File: src/rtl/periph_arbiter_if.sv
// rtl/periph_arbiter_if.sv - request/peripheral bundle shared by the arbiter and its users
//
// Purpose: groups the four requester channels and the 4-phase peripheral
// handshake into one bundle.
// Ports (signals):
//   req[3:0]        requester levels, held until done/err
//   req_data[4*DW]  packed request words, requester i at [i*DW +: DW]
//   done[3:0]       one-cycle success pulse to the served requester
//   err[3:0]        one-cycle timeout pulse to the served requester
//   busy            arbiter not idle
//   grant_id[1:0]   requester being served, valid while busy
//   send            4-phase request to the peripheral
//   per_data[DW]    word presented to the peripheral, stable while busy
//   ack             4-phase acknowledge from the peripheral
// Modports: slave = arbiter side, master = requesters/peripheral side.
interface periph_arbiter_if #(
  parameter int DW = 8
);
  logic [3:0]      req;
  logic [4*DW-1:0] req_data;
  logic [3:0]      done;
  logic [3:0]      err;
  logic            busy;
  logic [1:0]      grant_id;
  logic            send;
  logic [DW-1:0]   per_data;
  logic            ack;

  modport slave (
    input  req, req_data, ack,
    output done, err, busy, grant_id, send, per_data
  );

  modport master (
    output req, req_data, ack,
    input  done, err, busy, grant_id, send, per_data
  );
endinterface

File: src/rtl/periph_arbiter.sv
// rtl/periph_arbiter.sv - round-robin arbiter for a shared 4-phase peripheral
//
// Purpose: grants one of four requesters, forwards its word to the peripheral
// over a 4-phase send/ack handshake, and reports done or err (timeout) back.
// Ports:
//   clk   clock, rising edge
//   rst   synchronous active-high reset
//   bus   periph_arbiter_if.slave (requests, peripheral handshake, status)
// All outputs are flops; nothing on req or ack reaches an output combinationally.
module periph_arbiter #(
  parameter int DW      = 8,
  parameter int TIMEOUT = 15
) (
  input  logic                  clk,
  input  logic                  rst,
  periph_arbiter_if.slave       bus
);

  typedef enum logic [2:0] {
    S_IDLE = 3'd0,
    S_REQ  = 3'd1,
    S_REL  = 3'd2,
    S_FIN  = 3'd3,
    S_ERR  = 3'd4
  } state_t;

  state_t          state_q, state_d;
  logic [7:0]      timer_q, timer_d;
  logic [1:0]      last_id_q, last_id_d;
  logic [1:0]      grant_id_q, grant_id_d;
  logic [DW-1:0]   per_data_q, per_data_d;
  logic            send_q, send_d;
  logic            busy_q, busy_d;
  logic [3:0]      done_q, done_d;
  logic [3:0]      err_q, err_d;

  logic            pick_valid;
  logic [1:0]      pick_id;
  logic [1:0]      cand;

  // Round-robin search starting just after the last served requester.
  always_comb begin
    pick_valid = 1'b0;
    pick_id    = 2'd0;
    cand       = 2'd0;
    for (int k = 0; k < 4; k++) begin
      cand = last_id_q + 2'(k + 1);
      if (!pick_valid && bus.req[cand]) begin
        pick_valid = 1'b1;
        pick_id    = cand;
      end
    end
  end

  always_comb begin
    state_d    = state_q;
    timer_d    = timer_q;
    last_id_d  = last_id_q;
    grant_id_d = grant_id_q;
    per_data_d = per_data_q;

    case (state_q)
      S_IDLE: begin
        if (pick_valid) begin
          state_d    = S_REQ;
          grant_id_d = pick_id;
          per_data_d = bus.req_data[pick_id*DW +: DW];
          timer_d    = 8'd0;
        end
      end
      // Exit condition is tested before the timer so it wins a tie.
      S_REQ: begin
        if (bus.ack) begin
          state_d = S_REL;
          timer_d = 8'd0;
        end else if (timer_q == 8'(TIMEOUT - 1)) begin
          state_d   = S_ERR;
          last_id_d = grant_id_q;
        end else begin
          timer_d = timer_q + 8'd1;
        end
      end
      S_REL: begin
        if (!bus.ack) begin
          state_d   = S_FIN;
          last_id_d = grant_id_q;
        end else if (timer_q == 8'(TIMEOUT - 1)) begin
          state_d   = S_ERR;
          last_id_d = grant_id_q;
        end else begin
          timer_d = timer_q + 8'd1;
        end
      end
      S_FIN:   state_d = S_IDLE;
      S_ERR:   state_d = S_IDLE;
      default: state_d = S_IDLE;
    endcase

    // Outputs are decoded from the next state so they register with it.
    send_d = (state_d == S_REQ);
    busy_d = (state_d != S_IDLE);
    done_d = (state_d == S_FIN) ? (4'b0001 << grant_id_d) : 4'b0000;
    err_d  = (state_d == S_ERR) ? (4'b0001 << grant_id_d) : 4'b0000;
  end

  always_ff @(posedge clk) begin
    if (rst) begin
      state_q    <= S_IDLE;
      timer_q    <= 8'd0;
      last_id_q  <= 2'd3;
      grant_id_q <= 2'd0;
      per_data_q <= '0;
      send_q     <= 1'b0;
      busy_q     <= 1'b0;
      done_q     <= 4'b0000;
      err_q      <= 4'b0000;
    end else begin
      state_q    <= state_d;
      timer_q    <= timer_d;
      last_id_q  <= last_id_d;
      grant_id_q <= grant_id_d;
      per_data_q <= per_data_d;
      send_q     <= send_d;
      busy_q     <= busy_d;
      done_q     <= done_d;
      err_q      <= err_d;
    end
  end

  assign bus.send     = send_q;
  assign bus.busy     = busy_q;
  assign bus.done     = done_q;
  assign bus.err      = err_q;
  assign bus.grant_id = grant_id_q;
  assign bus.per_data = per_data_q;

endmodule

File: src/flat_wrapper.sv
// flat-port wrapper written by rule: the top's interface ports become plain ports
module periph_arbiter_flat 
#(
  parameter int DW      = 8,
  parameter int TIMEOUT = 15
)
  (clk, rst, bus_req, bus_req_data, bus_ack, bus_done, bus_err, bus_busy, bus_grant_id, bus_send, bus_per_data);
  periph_arbiter_if #(.DW(DW)) bus_i ();
  input  logic clk;
  input  logic rst;
  input wire logic [$bits(bus_i.req)-1:0] bus_req;
  input wire logic [$bits(bus_i.req_data)-1:0] bus_req_data;
  input wire logic [$bits(bus_i.ack)-1:0] bus_ack;
  output wire logic [$bits(bus_i.done)-1:0] bus_done;
  output wire logic [$bits(bus_i.err)-1:0] bus_err;
  output wire logic [$bits(bus_i.busy)-1:0] bus_busy;
  output wire logic [$bits(bus_i.grant_id)-1:0] bus_grant_id;
  output wire logic [$bits(bus_i.send)-1:0] bus_send;
  output wire logic [$bits(bus_i.per_data)-1:0] bus_per_data;
  assign bus_i.req = bus_req;
  assign bus_i.req_data = bus_req_data;
  assign bus_i.ack = bus_ack;
  assign bus_done = bus_i.done;
  assign bus_err = bus_i.err;
  assign bus_busy = bus_i.busy;
  assign bus_grant_id = bus_i.grant_id;
  assign bus_send = bus_i.send;
  assign bus_per_data = bus_i.per_data;
  periph_arbiter #(.DW(DW), .TIMEOUT(TIMEOUT)) u_core (.clk(clk), .rst(rst), .bus(bus_i));
endmodule
File: config.mk
export PLATFORM = sky130hd
export DESIGN_NAME = periph_arbiter_flat
export DESIGN_NICKNAME = d
export VERILOG_FILES = /design/src/rtl/periph_arbiter_if.sv /design/src/rtl/periph_arbiter.sv /design/src/flat_wrapper.sv
export SDC_FILE = /design/constraint.sdc
export NUM_CORES = 1
export LEC_CHECK = 0
export BUFFER_PORTS_ARGS = -buffer_cell sky130_fd_sc_hd__buf_2
export CAP_MARGIN = 5
export CORE_ASPECT_RATIO = 1.1
export CORE_MARGIN = 3
export CORE_UTILIZATION = 50
export CTS_CLUSTER_DIAMETER = 200
export DETAILED_ROUTE_END_ITERATION = 10
export GPL_ROUTABILITY_DRIVEN = 0
export HOLD_SLACK_MARGIN = 0.05
export PLACE_DENSITY_LB_ADDON = 0.08
export SLEW_MARGIN = 20
export SYNTH_ARGS = -nofsm -noshare
export SYNTH_HDL_FRONTEND = slang
export SYNTH_SLANG_ARGS = --single-unit
File: constraint.sdc
create_clock -name clk -period 2.5 [get_ports clk]
set_clock_uncertainty 0.15 [all_clocks]
set_input_delay 0.125 -clock clk [delete_from_list [all_inputs] [get_ports clk]]
set_output_delay 0.125 -clock clk [all_outputs]
set_load 0.05 [all_outputs]
# Word-level counts from Yosys, hierarchy flattened
# Cells that the tools add are included.
# Widths: inputs -> output; s select.
# op_classes
n_addsub,4
magnitude_cmp,4
n_eq_ne,9
n_mux,32
bitwise_logic,2
reduce_logical,15
shifts,2
# op_table
operator,count
$mux 8,4
$shiftx 32x6->8,1
$pmux 8 s3,1
$mux 2,9
$lt 2x3->1 const B,4
$mux 3,4
$pmux 3 s3,1
$add 8x1->8 const B,1
$bmux 1 s2,4
$eq 8x4->1 const B,1
$mux 1,8
$eq 3x1->1 const B,2
$eq 3x2->1 const B,2
$reduce_bool 3->1,2
$add 2x2->2 const B,2
$ne 2x2->1 const B,2
$pmux 2 s2,1
$reduce_and 2->1,2
$reduce_or 2->1,2
$shl 1x2->4 const A,1
$eq 3x3->1 const B,1
$logic_and 1x1->1,3
$logic_not 1->1,3
$logic_not 3->1,1
other kinds (5),6
# word_totals
wordCells,77
in_bits,39
regBits,33
output_inout_bits,20

# Longest topological paths before layout
# depth
depth_word,18
mapped_depth,7
mapped_depth_nobuf,6

# Worst setup path after synthesis
# OpenSTA, ideal clock, no wires.
# synth_path
kind,reg2reg
start,register u_core.timer_q[0]
end,register u_core.timer_q[7]
path_slack_ns,0.643
required_time_ns,2.276
period_less_slack_ns,1.857
n_path_buf,1
setup_ns,0.074
path_stages_with_launch,8
t_arrival_ns,1.633
path_cell_list,dfxtp_1 > inv_1 > ha_1 > and3_1 > buf_6 > nor3_4 > or3b_1 > a31oi_1
# synth_between
elab_chain_len,4
elab_cells_between_ends,6
classes_between,1 x add/sub; 1 x eq/ne; 4 x mux
# synth_rtl
item,line_no,rtl
start: declaration,periph_arbiter.sv:28,"logic [7:0] timer_q, timer_d;"
start signal: assignment,periph_arbiter.sv:119,timer_q <= timer_d;
$add 8x1->8 / $eq 8x4->1 (equally long branches),-,
$mux 8 (*),"periph_arbiter.sv:76, periph_arbiter.sv:87",
$mux 8 (on tied branches),"periph_arbiter.sv:84, periph_arbiter.sv:73",
$pmux 8 s3 (*),periph_arbiter.sv:62,case (state_q)
# Mark *: on every way between the ends. The rest lies on a longest branch, timed or not. The select of a mux whose other input is x is not followed.
# A chain may end at the register's enable or synchronous reset.

# Worst setup path in the final report
# layout_path
start,register u_core.last_id_q[0]
end,register u_core.per_data_q[2] (netlist: u_core.bus.per_data[2])
# layout_between
elab_chain_len,14
elab_cells_between_ends,27
classes_between,3 x add/sub; 1 x shift; 16 x mux; 7 x reduce/logical
# layout_rtl
item,line_no,rtl
start: declaration,periph_arbiter.sv:29,"logic [1:0] last_id_q, last_id_d;"
start signal: assignment,periph_arbiter.sv:120,last_id_q <= last_id_d;
$add 2x1->2,periph_arbiter.sv:47,cand = last_id_q + 2'(k + 1);
$bmux 1 s2,periph_arbiter.sv:48,if (!pick_valid && bus.req[cand]) begin
$mux 1 (not written as such),periph_arbiter.sv:48,
$mux 1,periph_arbiter.sv:48,
$logic_not 1->1,periph_arbiter.sv:48,
$logic_and 1x1->1,periph_arbiter.sv:48,
$mux 1,periph_arbiter.sv:48,
$logic_not 1->1,periph_arbiter.sv:48,
$logic_and 1x1->1,periph_arbiter.sv:48,
$mux 1,periph_arbiter.sv:48,
$logic_not 1->1,periph_arbiter.sv:48,
$logic_and 1x1->1,periph_arbiter.sv:48,
$mux 2 / $mux 1 (equally long branches),periph_arbiter.sv:48,
$shiftx 32x6->8 / $reduce_and 2->1 (equally long branches),-,
end signal: assignment,periph_arbiter.sv:122,per_data_q <= per_data_d;
end: declaration,periph_arbiter.sv:31,"logic [DW-1:0] per_data_q, per_data_d;"
# Several ways; a longest one is shown, not always the timed one. The select of a mux whose other input is x is not followed.

==> impl_metrics.env <==
export IMPL_status="finished, final reports clean"
export IMPL_post_dp_cell_area_um2=2020
export IMPL_vdd_drop_max_mv=0.398
export IMPL_grt_pass1_vias=1846
export IMPL_path_cells="o21a_1, o21ai_1, nand2_4, mux2i_1, dlygate4sd3_1, o221ai_1"
export IMPL_ant_nets=0
export IMPL_synth_avg_cell_area_um2=9.16
export IMPL_post_route_util_pct=76.5
export IMPL_yosysSeqAreaShare_pct=38.0
export IMPL_grt_setup_unrepaired="no"
export IMPL_syn_num_nets=231
export IMPL_core_area_um2=3180
export IMPL_worstHoldPathCells=5
export IMPL_arrival_ns=2.40
export IMPL_clock_tree_buffer_depth=2
export IMPL_antenna_found_initial=0
export IMPL_yosysWarnings=0
export IMPL_rr_worst_depth=6
export IMPL_grt_start_max_net_pins=17
export IMPL_dpl_hpwl_mm=3.04
export IMPL_rows=21
export IMPL_diodes=0
export IMPL_cp_depth=6
export IMPL_syn_inst=190
export IMPL_leakagePower_uw=0.00112
export IMPL_fin_nets=324
export IMPL_cts_tree="built"
export IMPL_tightestPinTransition_ns=0.664
export IMPL_mostFrequentLayoutCell="buf_2"
export IMPL_setup_tns_ns=0
export IMPL_ys_ff_latch=33
export IMPL_fmax_ghz=0.424
export IMPL_fillCellCount=224
export IMPL_final_cell_mix="buf_2 (58), dlygate4sd3_1 (34), dfxtp_1 (33)"
export IMPL_critical_path_class="reg2reg"
export IMPL_maxSlewHeadroom_pct=55.5
export IMPL_wl_per_cell_um=16.4
export IMPL_power_density_nw_per_um2=541
export IMPL_finalHoldViolations=0
export IMPL_hold_class="in2reg"
export IMPL_viasPerCell=5.67
export IMPL_areaGrowthSynthToFinish_pct=39.8
export IMPL_min_period_over_period_pct=94.3
export IMPL_die_h_um=67.9
export IMPL_start_util_pct=54.7
export IMPL_grt_overflow_total=0
export IMPL_critPathTopFamily="buffers and inverters"
export IMPL_maxCapViolCount=0
export IMPL_required_ns=2.54
export IMPL_synthesis_area_um2=1740
export IMPL_worstSetupEndpointType="flip-flop"
export IMPL_critPathMaxStageDelay_ns=0.61
export IMPL_dieArea_um2=4230
export IMPL_die_w_um=62.3
export IMPL_synth_top_cell_by_area="dfxtp_1"
export IMPL_clock_root_buffer="clkbuf_4"
export IMPL_synth_flop_cell="dfxtp_1"
export IMPL_drive_gt1_share_pct=29.6
export IMPL_vias=1872
export IMPL_synth_edff_count=0
export IMPL_final_cells=330
export IMPL_portBuffers=58
export IMPL_gr_usage_all_layers_pct=25.8
export IMPL_synth_area_top_cells="dfxtp_1 (38%), mux2i_1 (9.8%), nor2_1 (5.6%)"
export IMPL_clk_pin_slew_ns=0.11
export IMPL_critPathBufInv=1
export IMPL_drc=0
export IMPL_grt_pass1_wl_mm=8.47
export IMPL_post_route_cell_area_um2=2430
export IMPL_synth_distinct_cells=50
export IMPL_critPathSlowestCell="dlygate4sd3_1"
export IMPL_crit_fanout=16
export IMPL_clock_sinks=33
export IMPL_wl_mm=5.40
export IMPL_synth_top_cell_area_share_pct=38.0
export IMPL_cts_setup_buffers=0
export IMPL_clock_latency_ns=0.34
export IMPL_drtIter0Drc=116
export IMPL_slew_viol_final=0
export IMPL_finalCriticalPeriod_ns=2.36
export IMPL_worstSetupStartpointType="flip-flop"
export IMPL_pin_count=59
export IMPL_synthArstFlopShare_pct=0
export IMPL_setup_viol=0
export IMPL_place_inst=288
export IMPL_cts_buffers=5
export IMPL_htree_levels=2
export IMPL_p_total_uw=1320
export IMPL_drt_pass1_iterations=4
[tightest hold or removal path, cell delays in order]
cell	delay [ns]
buf_2	0.11
or4_4	0.15
a211oi_4	0.12
nand2_1	0.08
a31oi_1	0.07
[kinds of logic after synthesis]
logic type / count (synthesis) / synth area share (%)
adder cells (fa/ha/maj): 2 / 1.44
flip-flops: 33 / 38.0
AND/OR/NAND/NOR: 78 / 25.0
multiplexers: 17 / 9.78
AO/OA/AOI/OAI: 48 / 20.7
buffers and inverters: 12 / 5.10
[layer usage]
layer	vias up	track usage [%]	share of wire, %	routed length [µm]
met5	-	0	0	0
met4	0	15.4	4.9	267
met3	27	6.90	5.3	284
met2	76	47.4	51	2750
met1	871	27.1	39	2090
li1	898	-	-	-
[synthesized netlist by cell type (all sizes together) (2+ instances only)]
| master | n |
|---|---|
| a211o | 2 |
| a211oi | 4 |
| a21oi | 10 |
| a31oi | 4 |
| and3 | 3 |
| buf | 4 |
| clkbuf | 2 |
| dfxtp | 33 |
| ha | 2 |
| inv | 6 |
| mux2i | 17 |
| nand2 | 18 |
| nand2b | 2 |
| nand3 | 4 |
| nor2 | 26 |
| nor2b | 2 |
| nor3 | 8 |
| nor3b | 3 |
| nor4 | 4 |
| o21ai | 7 |
| o221ai | 8 |
| o22ai | 3 |
[layout make-up]
class,instances,area [µm²],area share (%)
clock buffer,5,37.5,1.54
clock inverter,3,22.5,0.925
inverter,6,22.5,0.925
multi-input combinational,145,1000,41.2
sequential,33,661,27.1
tap,46,57.6,2.37
timing repair buffer,92,631,25.9
[path summary, 6_finish.rpt]
path                                  startpoint                                   to  slack, ns
max             u_core.last_id_q[0]$_SDFFE_PP1P_  u_core.bus.per_data[2]$_SDFFE_PP0P_       0.14
min                                   bus_req[2]       u_core.timer_q[7]$_SDFFE_PP0P_       0.19
max reg2reg     u_core.last_id_q[0]$_SDFFE_PP1P_  u_core.bus.per_data[2]$_SDFFE_PP0P_       0.14
min reg2reg  u_core.bus.per_data[6]$_SDFFE_PP0P_  u_core.bus.per_data[6]$_SDFFE_PP0P_       0.34
[power by group]
group | total, µW | internal, µW | leakage (µW) | switching, µW
registers | 589 | 560 | 0.000269 | 28.7
clock network | 310 | 109 | 0.0000234 | 202
logic | 419 | 163 | 0.000828 | 256
total | 1320 | 832 | 0.00112 | 486
[registers in the layout (all words and copies together), names as in the netlist, 2 cells and up]
signal,count
u_core.bus.per_data,8
u_core.bus.done,4
u_core.bus.err,4
u_core.bus.grant_id,2
u_core.timer_q,8
u_core.last_id_q,2
u_core.state_q,3
[repair_timing]
action / CTS / global route
endpoints found under the hold margin: 18 / 0
resized for setup: 0 / 2
endpoints found under the setup margin: 0 / 8
hold buffers: 34 / 0
[through the flow]
step | setup slack, ns | hold WS, ns
global placement | 0.359 | 0.275
finish | 0.144 | 0.192
CTS | 0.145 | 0.198
detailed placement | 0.307 | 0.293
floorplan | 0.643 | 0.0694
global route | 0.0789 | 0.219
(Power assumes the default switching activity.)
